===== src/rtl/imem_loader.sv =====
// Host byte-stream loader for the instruction memory write port: assembles little-endian words
// and holds the CPU while loading. Define IMEM_LOADER_CHECKSUM_EN to require a trailing XOR checksum byte.
module imem_loader #(
    parameter int ADDR_WIDTH = 8,
    parameter int DEPTH      = 256
) (
    input  logic                  clock,
    input  logic                  reset,
    input  logic                  start,
    input  logic                  byte_valid,
    input  logic [7:0]            byte_data,
    output logic                  byte_ready,
    output logic                  wren,
    output logic [ADDR_WIDTH-1:0] wr_address,
    output logic [31:0]           wr_data,
    output logic                  cpu_hold,
    output logic                  done,
    output logic                  error
);

    localparam logic [2:0] S_IDLE  = 3'd0;
    localparam logic [2:0] S_LEN   = 3'd1;
    localparam logic [2:0] S_DATA  = 3'd2;
    localparam logic [2:0] S_WRITE = 3'd3;
    localparam logic [2:0] S_FIN   = 3'd4;
    localparam logic [2:0] S_DONE  = 3'd5;
    localparam logic [2:0] S_ERROR = 3'd6;
`ifdef IMEM_LOADER_CHECKSUM_EN
    localparam logic [2:0] S_CSUM  = 3'd7;
`endif

    localparam logic [9:0] DEPTH_W = 10'(DEPTH);

    logic [2:0] state;
    logic [1:0] byte_cnt;
    logic [8:0] word_cnt;
    logic [7:0] len_reg;
    logic       xfer;
    logic       last_word;
    logic [9:0] n_words;
`ifdef IMEM_LOADER_CHECKSUM_EN
    logic [7:0] csum;
`endif

    // Handshake and status outputs decode the state register only, so ready never depends on valid.
    always_comb begin
        byte_ready = (state == S_LEN) || (state == S_DATA);
`ifdef IMEM_LOADER_CHECKSUM_EN
        byte_ready = byte_ready || (state == S_CSUM);
`endif
        wren     = (state == S_WRITE);
        done     = (state == S_FIN);
        error    = (state == S_ERROR);
        cpu_hold = (state != S_IDLE) && (state != S_FIN) && (state != S_DONE);
    end

    assign xfer      = byte_valid && byte_ready;
    assign last_word = (word_cnt == {1'b0, len_reg});
    assign n_words   = {2'b00, byte_data} + 10'd1;

    always_ff @(posedge clock) begin
        if (reset) begin
            state      <= S_IDLE;
            byte_cnt   <= 2'd0;
            word_cnt   <= 9'd0;
            len_reg    <= 8'd0;
            wr_address <= '0;
            wr_data    <= 32'd0;
`ifdef IMEM_LOADER_CHECKSUM_EN
            csum       <= 8'd0;
`endif
        end else begin
            case (state)
                S_IDLE, S_DONE, S_ERROR: begin
                    if (start) begin
                        state      <= S_LEN;
                        byte_cnt   <= 2'd0;
                        word_cnt   <= 9'd0;
                        wr_address <= '0;
`ifdef IMEM_LOADER_CHECKSUM_EN
                        csum       <= 8'd0;
`endif
                    end
                end
                S_LEN: begin
                    if (xfer) begin
                        len_reg <= byte_data;
                        state   <= (n_words > DEPTH_W) ? S_ERROR : S_DATA;
                    end
                end
                S_DATA: begin
                    if (xfer) begin
                        wr_data[{byte_cnt, 3'b000} +: 8] <= byte_data;
                        byte_cnt <= byte_cnt + 2'd1;
`ifdef IMEM_LOADER_CHECKSUM_EN
                        csum     <= csum ^ byte_data;
`endif
                        if (byte_cnt == 2'd3) begin
                            state <= S_WRITE;
                        end
                    end
                end
                S_WRITE: begin
                    // Address wraps naturally at the last word of a full-depth image.
                    wr_address <= wr_address + ADDR_WIDTH'(1);
                    word_cnt   <= word_cnt + 9'd1;
                    if (last_word) begin
`ifdef IMEM_LOADER_CHECKSUM_EN
                        state <= S_CSUM;
`else
                        state <= S_FIN;
`endif
                    end else begin
                        state <= S_DATA;
                    end
                end
`ifdef IMEM_LOADER_CHECKSUM_EN
                S_CSUM: begin
                    if (xfer) begin
                        state <= (byte_data == csum) ? S_FIN : S_ERROR;
                    end
                end
`endif
                S_FIN: begin
                    state <= S_DONE;
                end
                default: begin
                    state <= S_IDLE;
                end
            endcase
        end
    end

endmodule


===== config.mk =====
export PLATFORM = sky130hd
export DESIGN_NAME = imem_loader
export DESIGN_NICKNAME = d
export VERILOG_FILES = /design/src/rtl/imem_loader.sv
export SDC_FILE = /design/constraint.sdc
export NUM_CORES = 1
export LEC_CHECK = 0
export BUFFER_PORTS_ARGS = -buffer_cell sky130_fd_sc_hd__buf_2
export CORE_UTILIZATION = 40
export DETAILED_ROUTE_END_ITERATION = 7
export RECOVER_POWER = 50
export SYNTH_ARGS = -nofsm -noshare
export SYNTH_HDL_FRONTEND = slang
export SYNTH_SLANG_ARGS = --single-unit

===== constraint.sdc =====
create_clock -name clock -period 1.9 [get_ports clock]
set_input_delay 0.38 -clock clock [delete_from_list [all_inputs] [get_ports clock]]
set_output_delay 0.38 -clock clock [all_outputs]
set_load 0.1 [all_outputs]

==> results of run 1 <==
[metrics by stage]
step                      setup TNS [ns]  setup WS [ns]
after global placement                 0         0.1461
after global routing                   0        0.01213
after detailed placement               0         0.1628
final                                  0        0.08353
after CTS                              0      0.0002813
after floorplan                  -0.1939        -0.1939
[worst register-to-register path, delay by kind of cell (launching register included)]
kind,cells,cell delay (ns)
compound gates,1,0.42
buf+inv,1,0.20
simple gates,1,0.05
mux,2,0.58
flops,1,0.35
[cell usage in the layout, fill, tap and decap left out, types with 3 or more instances in the layout]
cell type and instances:
and2_1 4, nor3_1 7, nand3_1 36, buf_4 12
xor2_1 6, nor3b_1 3, clkbuf_2 35, mux2i_1 10
nand3b_1 5, ha_1 8, nand2_1 47, dfxtp_2 7
nor2b_1 3, nor2_1 21, inv_1 8, xnor2_1 8
buf_2 16, and3_1 4, o31ai_1 3, a211oi_1 3
nand4_1 3, clkbuf_8 9, dfxtp_1 54, o21ai_0 11
a21oi_1 41, buf_12 6
[what timing repair did]
item                                    in CTS  in global routing
gates cloned                                 0                  0
gates resized for setup                      2                  3
endpoints found under the setup margin       1                  7
setup buffers                                0                  3
[power by group through the flow]
stage / Combinational [mW] / Clock (mW) / Sequential (mW)
6_report: 0.369 / 1.26 / 1.34
5_1_grt: 0.394 / 1.35 / 1.34
4_1_cts: 0.367 / 1.28 / 1.34
3_5_place_dp: 0.365 / 0 / 1.36
3_3_place_gp: 0.365 / 0 / 1.36
2_1_floorplan: 0.213 / 0 / 1.39
[worst paths after layout]
| kind | endpoint | slack [ns] | depth (start not counted) |
|---|---|---|---|
| worst max register to register | byte_cnt[1] | 0.21 | 5 |
| worst max-delay path | cpu_hold | 0.08 | 4 |
| worst min-delay path | wr_data[30] | 0.37 | 3 |
| worst min register to register | wr_data[5] | 0.45 | 2 |
[final cells by class]
type                       instances  area (um^2)
clock buffer                      10        127.6
clock inverter                     6        86.33
fill                             666         3202
inverter                           8        30.03
multi-input combinational        248         1476
sequential                        62         1254
tap                               80        100.1
timing repair buffer              71        480.5
[cells by family after synthesis]
logic type,share of synthesized area
AOI/OAI and AO/OA,0.1400
DFF,0.4436
buffers and inverters,0.03935
xor gates and xnor gates,0.04383
adders and majority gates,0.03936
and+or+nand+nor,0.2540
muxes,0.03980
[metal layers]
layer | global-route usage | part of all wire | vias to the layer above
met4 | 0.06212 | 0.0069 | 0
met1 | 0.2785 | 0.51 | 1194
met3 | 0.04235 | 0.030 | 6
li1 | - | - | 1305
met5 | 0 | 0 | -
met2 | 0.2742 | 0.46 | 46
==> qor.txt, run 1 <==
Vias in the first global route - 2227
Flops & latches, synth - 62
Clock Tree Buf Depth - 2
Critical path peak fanout - 12
Die height - 85.63 um
Detailed placement HPWL - 4552 um
Vias - 2551
Cells after Synth - 337
Initial antenna violation count - 0
Synth area leader - dfxtp_1
Grt ovf - 0
Share of layout cells above drive strength 1 - 0.2469
Count leader, synth - dfxtp_1
Worst R2R Start - state[2]
Critical path arrival - 1.44 ns
RSZ-0062 raised after global routing - no
Pre-antenna DRT Iters - 4
Vias per inst - 5.260
Final core occ - 0.5261
Top reg by flops - wr_data
Synthesized Nets - 357
Synth-to-layout area growth - 27.06%
Slew HR - 0.6328
Crit path max-delay family - buffers and inverters
Die Wd - 85.63 um
Final setup violation count - 0
Ys async rst share - 0
Worst hold slack - 0.3700 ns
Post-synth EDFFs - 0
IO Port Bufs - 56
Fin cells - 485
Fin crit period - 1.816 ns
Max Cap Viol - 0
Worst min path class - input pin to flip-flop
Clock share of power - 0.424
Flip-flop count of the largest register after layout - 32
Setup Skew - 0.01323 ns
Netlist cell types - 42
Starting Density - 0.4141
WS Path Type - flip-flop to output pin
Switching share of total power - 0.2647
Worst-Margin Slew - 0.5532 ns
Placed cell area - 3312 um^2
Flop pwr share - 0.451
Antenna viol nets, final - 0
Critical Path Start - state[2]
Top post-synthesis cells by count - dfxtp_1 (62), nand2_1 (47), a21oi_1 (41)
Drt drc - 0
Drt wl/cell - 14.14 um
Worst path cell trace - buf_4 > inv_1 > a21o_1 > buf_12
Antenna cells - 0
NetSw - 783.8 uW
Clock transition at path regs - 0.07 ns
Hold Fails Final Rpt - 0
Final Slew Violations - 0
Die area - 7333 um^2
Pin count of the biggest net entering global routing - 43
Yosys warnings - 0
Mean post-synth cell area - 8.302 um^2
Netlist Area Pre-Place - 2798 um^2
Max frequency - 550.5 MHz
CP Launch Type - flip-flop
Crit end category - output pin
Register area share after synthesis - 0.4436
Hold buffers post-CTS - 0
Global-route wire length before repair - 10970 um
GPL Wtd Cong - 0.7997
Clk root buf - clkbuf_8
IO Pins - 57
Status - finished clean
Gr usage total - 0.1896
VDD IR-drop max - 0.4553 mV
CTS Sinks - 62
H-tree levels - 3
WP buf/inv - 3
Hold_sp - byte_data[6]
WP data required - 1.52 ns
CP max stage delay - 0.32 ns
Area of the core - 6756 um^2
Area contributors post-synth - dfxtp_1 (44%), a21oi_1 (7.3%), nand3_1 (6.4%)
Logic gate share of total power - 0.125
Skew-Pair Late Insertion Delay - 0.33 ns
CTS tree - yes
Total CTS buffers - 9
P_int - 2.177 mW
Tot Pwr - 2.961 mW
Post-synth top flop - dfxtp_1
Placed instance count - 466
Biggest regs - wr_data: 32 flops, word_cnt: 9 flops
Num rows - 30
Pwr/cell area - 833.0 nW/um^2
Yosys top cell area share - 0.4436
Leakage power - 1.406 nW
CP max-delay cell - dfxtp_1
Nets@finish - 420
Post-route cell area - 3555 um^2
Final wirelength - 6857 um
Fin crit share - 0.9560
1st-iter DRT viols - 102
Note: power is estimated with default switching activity, not from simulation.
==> inputs of run 2 (changes only) <==
Settings changed: CORE_UTILIZATION 40 to 54, PLACE_DENSITY from default to 0.79.
==> qor.txt, run 2 (same netlist as run 1, synthesis figures left out) <==
Hold buffers post-CTS - 0 (unchanged)
GPL Wtd Cong - 0.8493 (was 0.7997)
Starting Density - 0.5770 (was 0.4141)
Most common cell after layout, fill and taps aside - dfxtp_1 (unchanged)
1st-iter DRT viols - 239 (was 102)
Biggest regs - wr_data: 32 flops, word_cnt: 9 flops (unchanged)
Flip-flop count of the largest register after layout - 32 (unchanged)
FF/Latch Area - 1247 um^2 (was 1254 um^2)
Worst min path class - input pin to flip-flop (unchanged)
Gr usage total - 0.2651 (was 0.1896)
Max frequency - 544.7 MHz (was 550.5 MHz)
Placed cell area - 3291 um^2 (was 3312 um^2)
Total CTS buffers - 9 (unchanged)
Die height - 73.98 um (was 85.63 um)
CP Launch Type - flip-flop (unchanged)
Pwr/cell area - 884.4 nW/um^2 (was 833.0 nW/um^2)
Vias - 2621 (was 2551)
CTS tree - yes (unchanged)
Fin crit share - 0.9663 (was 0.9560)
CTS Sinks - 62 (unchanged)
Initial antenna violation count - 0 (unchanged)
Vias in the first global route - 2333 (was 2227)
Synth-to-layout area growth - 26.48% (was 27.06%)
Area of the core - 4848 um^2 (was 6756 um^2)
IO Pins - 57 (unchanged)
WS Path Type - flip-flop to output pin (unchanged)
Filler cells - 375 (was 666)
Drt wl/cell - 14.23 um (was 14.14 um)
Leakage power - 1.399 nW (was 1.406 nW)
Final setup violation count - 0 (unchanged)
Final wirelength - 6700 um (was 6857 um)
Nets@finish - 419 (was 420)
Detailed placement HPWL - 4490 um (was 4552 um)
Antenna cells - 0 (unchanged)
H-tree levels - 3 (unchanged)
Critical path arrival - 1.46 ns (was 1.44 ns)
Area of the multi-input gates - 1476 um^2 (unchanged)
Vias per inst - 5.565 (was 5.260)
Hold Fails Final Rpt - 0 (unchanged)
Pre-antenna DRT Iters - 5 (was 4)
Grt ovf - 0 (unchanged)
WP data required - 1.52 ns (about the same)
Critical path peak fanout - 12 (unchanged)
IO Port Bufs - 56 (unchanged)
Share of layout cells above drive strength 1 - 0.2376 (was 0.2469)
Drt drc - 0 (unchanged)
Skew-Pair Late Insertion Delay - 0.34 ns (was 0.33 ns)
Status - finished clean (unchanged)
Clock Tree Buf Depth - 2 (unchanged)
Die area - 5473 um^2 (was 7333 um^2)
Crit end category - output pin (unchanged)
Clk root buf - clkbuf_8 (unchanged)
Final Slew Violations - 0 (unchanged)
VDD IR-drop max - 0.4867 mV (was 0.4553 mV)
Global-route wire length before repair - 10920 um (was 10970 um)
Most frequent cells in the layout - dfxtp_1 (57), nand2_1 (47), a21oi_1 (41), clkbuf_2 (37), nand3_1 (36) (was dfxtp_1 (54), nand2_1 (47), a21oi_1 (41), nand3_1 (36), clkbuf_2 (35))
RSZ-0062 raised after global routing - no (unchanged)
Max Cap Viol - 0 (unchanged)
Top reg by flops - wr_data (unchanged)
Final core occ - 0.7298 (was 0.5261)
Antenna viol nets, final - 0 (unchanged)
Slew HR - 0.5607 (was 0.6328)
Num rows - 25 (was 30)
Clock transition at path regs - 0.07 ns (about the same)
Setup Skew - 0.006517 ns (was 0.01323 ns)
Post-route cell area - 3538 um^2 (was 3555 um^2)
Worst-Margin Slew - 0.6589 ns (was 0.5532 ns)
Die Wd - 73.98 um (was 85.63 um)
Fin crit period - 1.836 ns (was 1.816 ns)
Pin count of the biggest net entering global routing - 37 (was 43)
run 2: cell types whose count changed in the layout (fill, tap and decap cells not counted), moves of 2 or more:
cell,change
clkbuf_2,+2
buf_2,-2
dfxtp_2,-2
dfxtp_1,+3
clkinv_2,-2
run 2: power breakdown:
| part | internal [mW] | switching [mW] | total (mW) |
|---|---|---|---|
| clock | 0.910 | 0.520 | 1.43 |
| sequential | 1.32 | 0.0136 | 1.33 |
| combinational | 0.118 | 0.250 | 0.368 |
| total | 2.35 | 0.784 | 3.13 |
run 2: cell type report:
type | instances | area share
clock buffer | 11 | 0.03996
multi-input combinational | 248 | 0.4173
timing repair buffer | 70 | 0.1280
tap | 67 | 0.02369
sequential | 62 | 0.3525
clock inverter | 5 | 0.03006
inverter | 8 | 0.008487
run 2: worst max-delay path: stages (launching register included):
cell and delay, ns:
dfxtp_1 0.32, buf_4 0.18, inv_1 0.23, a21o_1 0.21, buf_12 0.18
run 2: layer usage:
| metal | up-vias | share of wire | global-route usage | wire [um] |
|---|---|---|---|---|
| met3 | 15 | 0.057 | 0.03930 | 383 |
| met1 | 1208 | 0.46 | 0.3675 | 3105 |
| met5 | - | 0 | 0 | 0 |
| met2 | 100 | 0.46 | 0.4040 | 3079 |
| met4 | 0 | 0.020 | 0.1325 | 132 |
| li1 | 1298 | - | - | - |
run 2: repair_timing:
item                                    CTS  global route
endpoints found under the setup margin    1             1
setup buffers                             0             1
resized for setup                         1             0
run 2: through the flow:
stage               power (mW)  hold slack (ns)  worst slack, ns  instances  TNS [ns]
floorplan                1.608           0.4758          -0.1939        337   -0.1939
global placement         1.721           0.4368           0.2312        454         0
detailed placement       1.726           0.4413           0.1904        454         0
CTS                      3.144           0.3423          0.02478        470         0
global route             3.215           0.3584          0.01249        471         0
finish                   3.129           0.3568          0.06403        471         0
run 2: worst paths after layout:
| check | from | to | slack (ns) | cells past startpoint |
|---|---|---|---|---|
| setup / recovery | state[2] | cpu_hold | 0.06 | 4 |
| hold / removal | byte_data[0] | wr_data[16] | 0.36 | 3 |
| setup reg to reg | state[1] | word_cnt[5] | 0.17 | 5 |
| hold reg to reg | wr_data[8] | wr_data[8] | 0.45 | 2 |
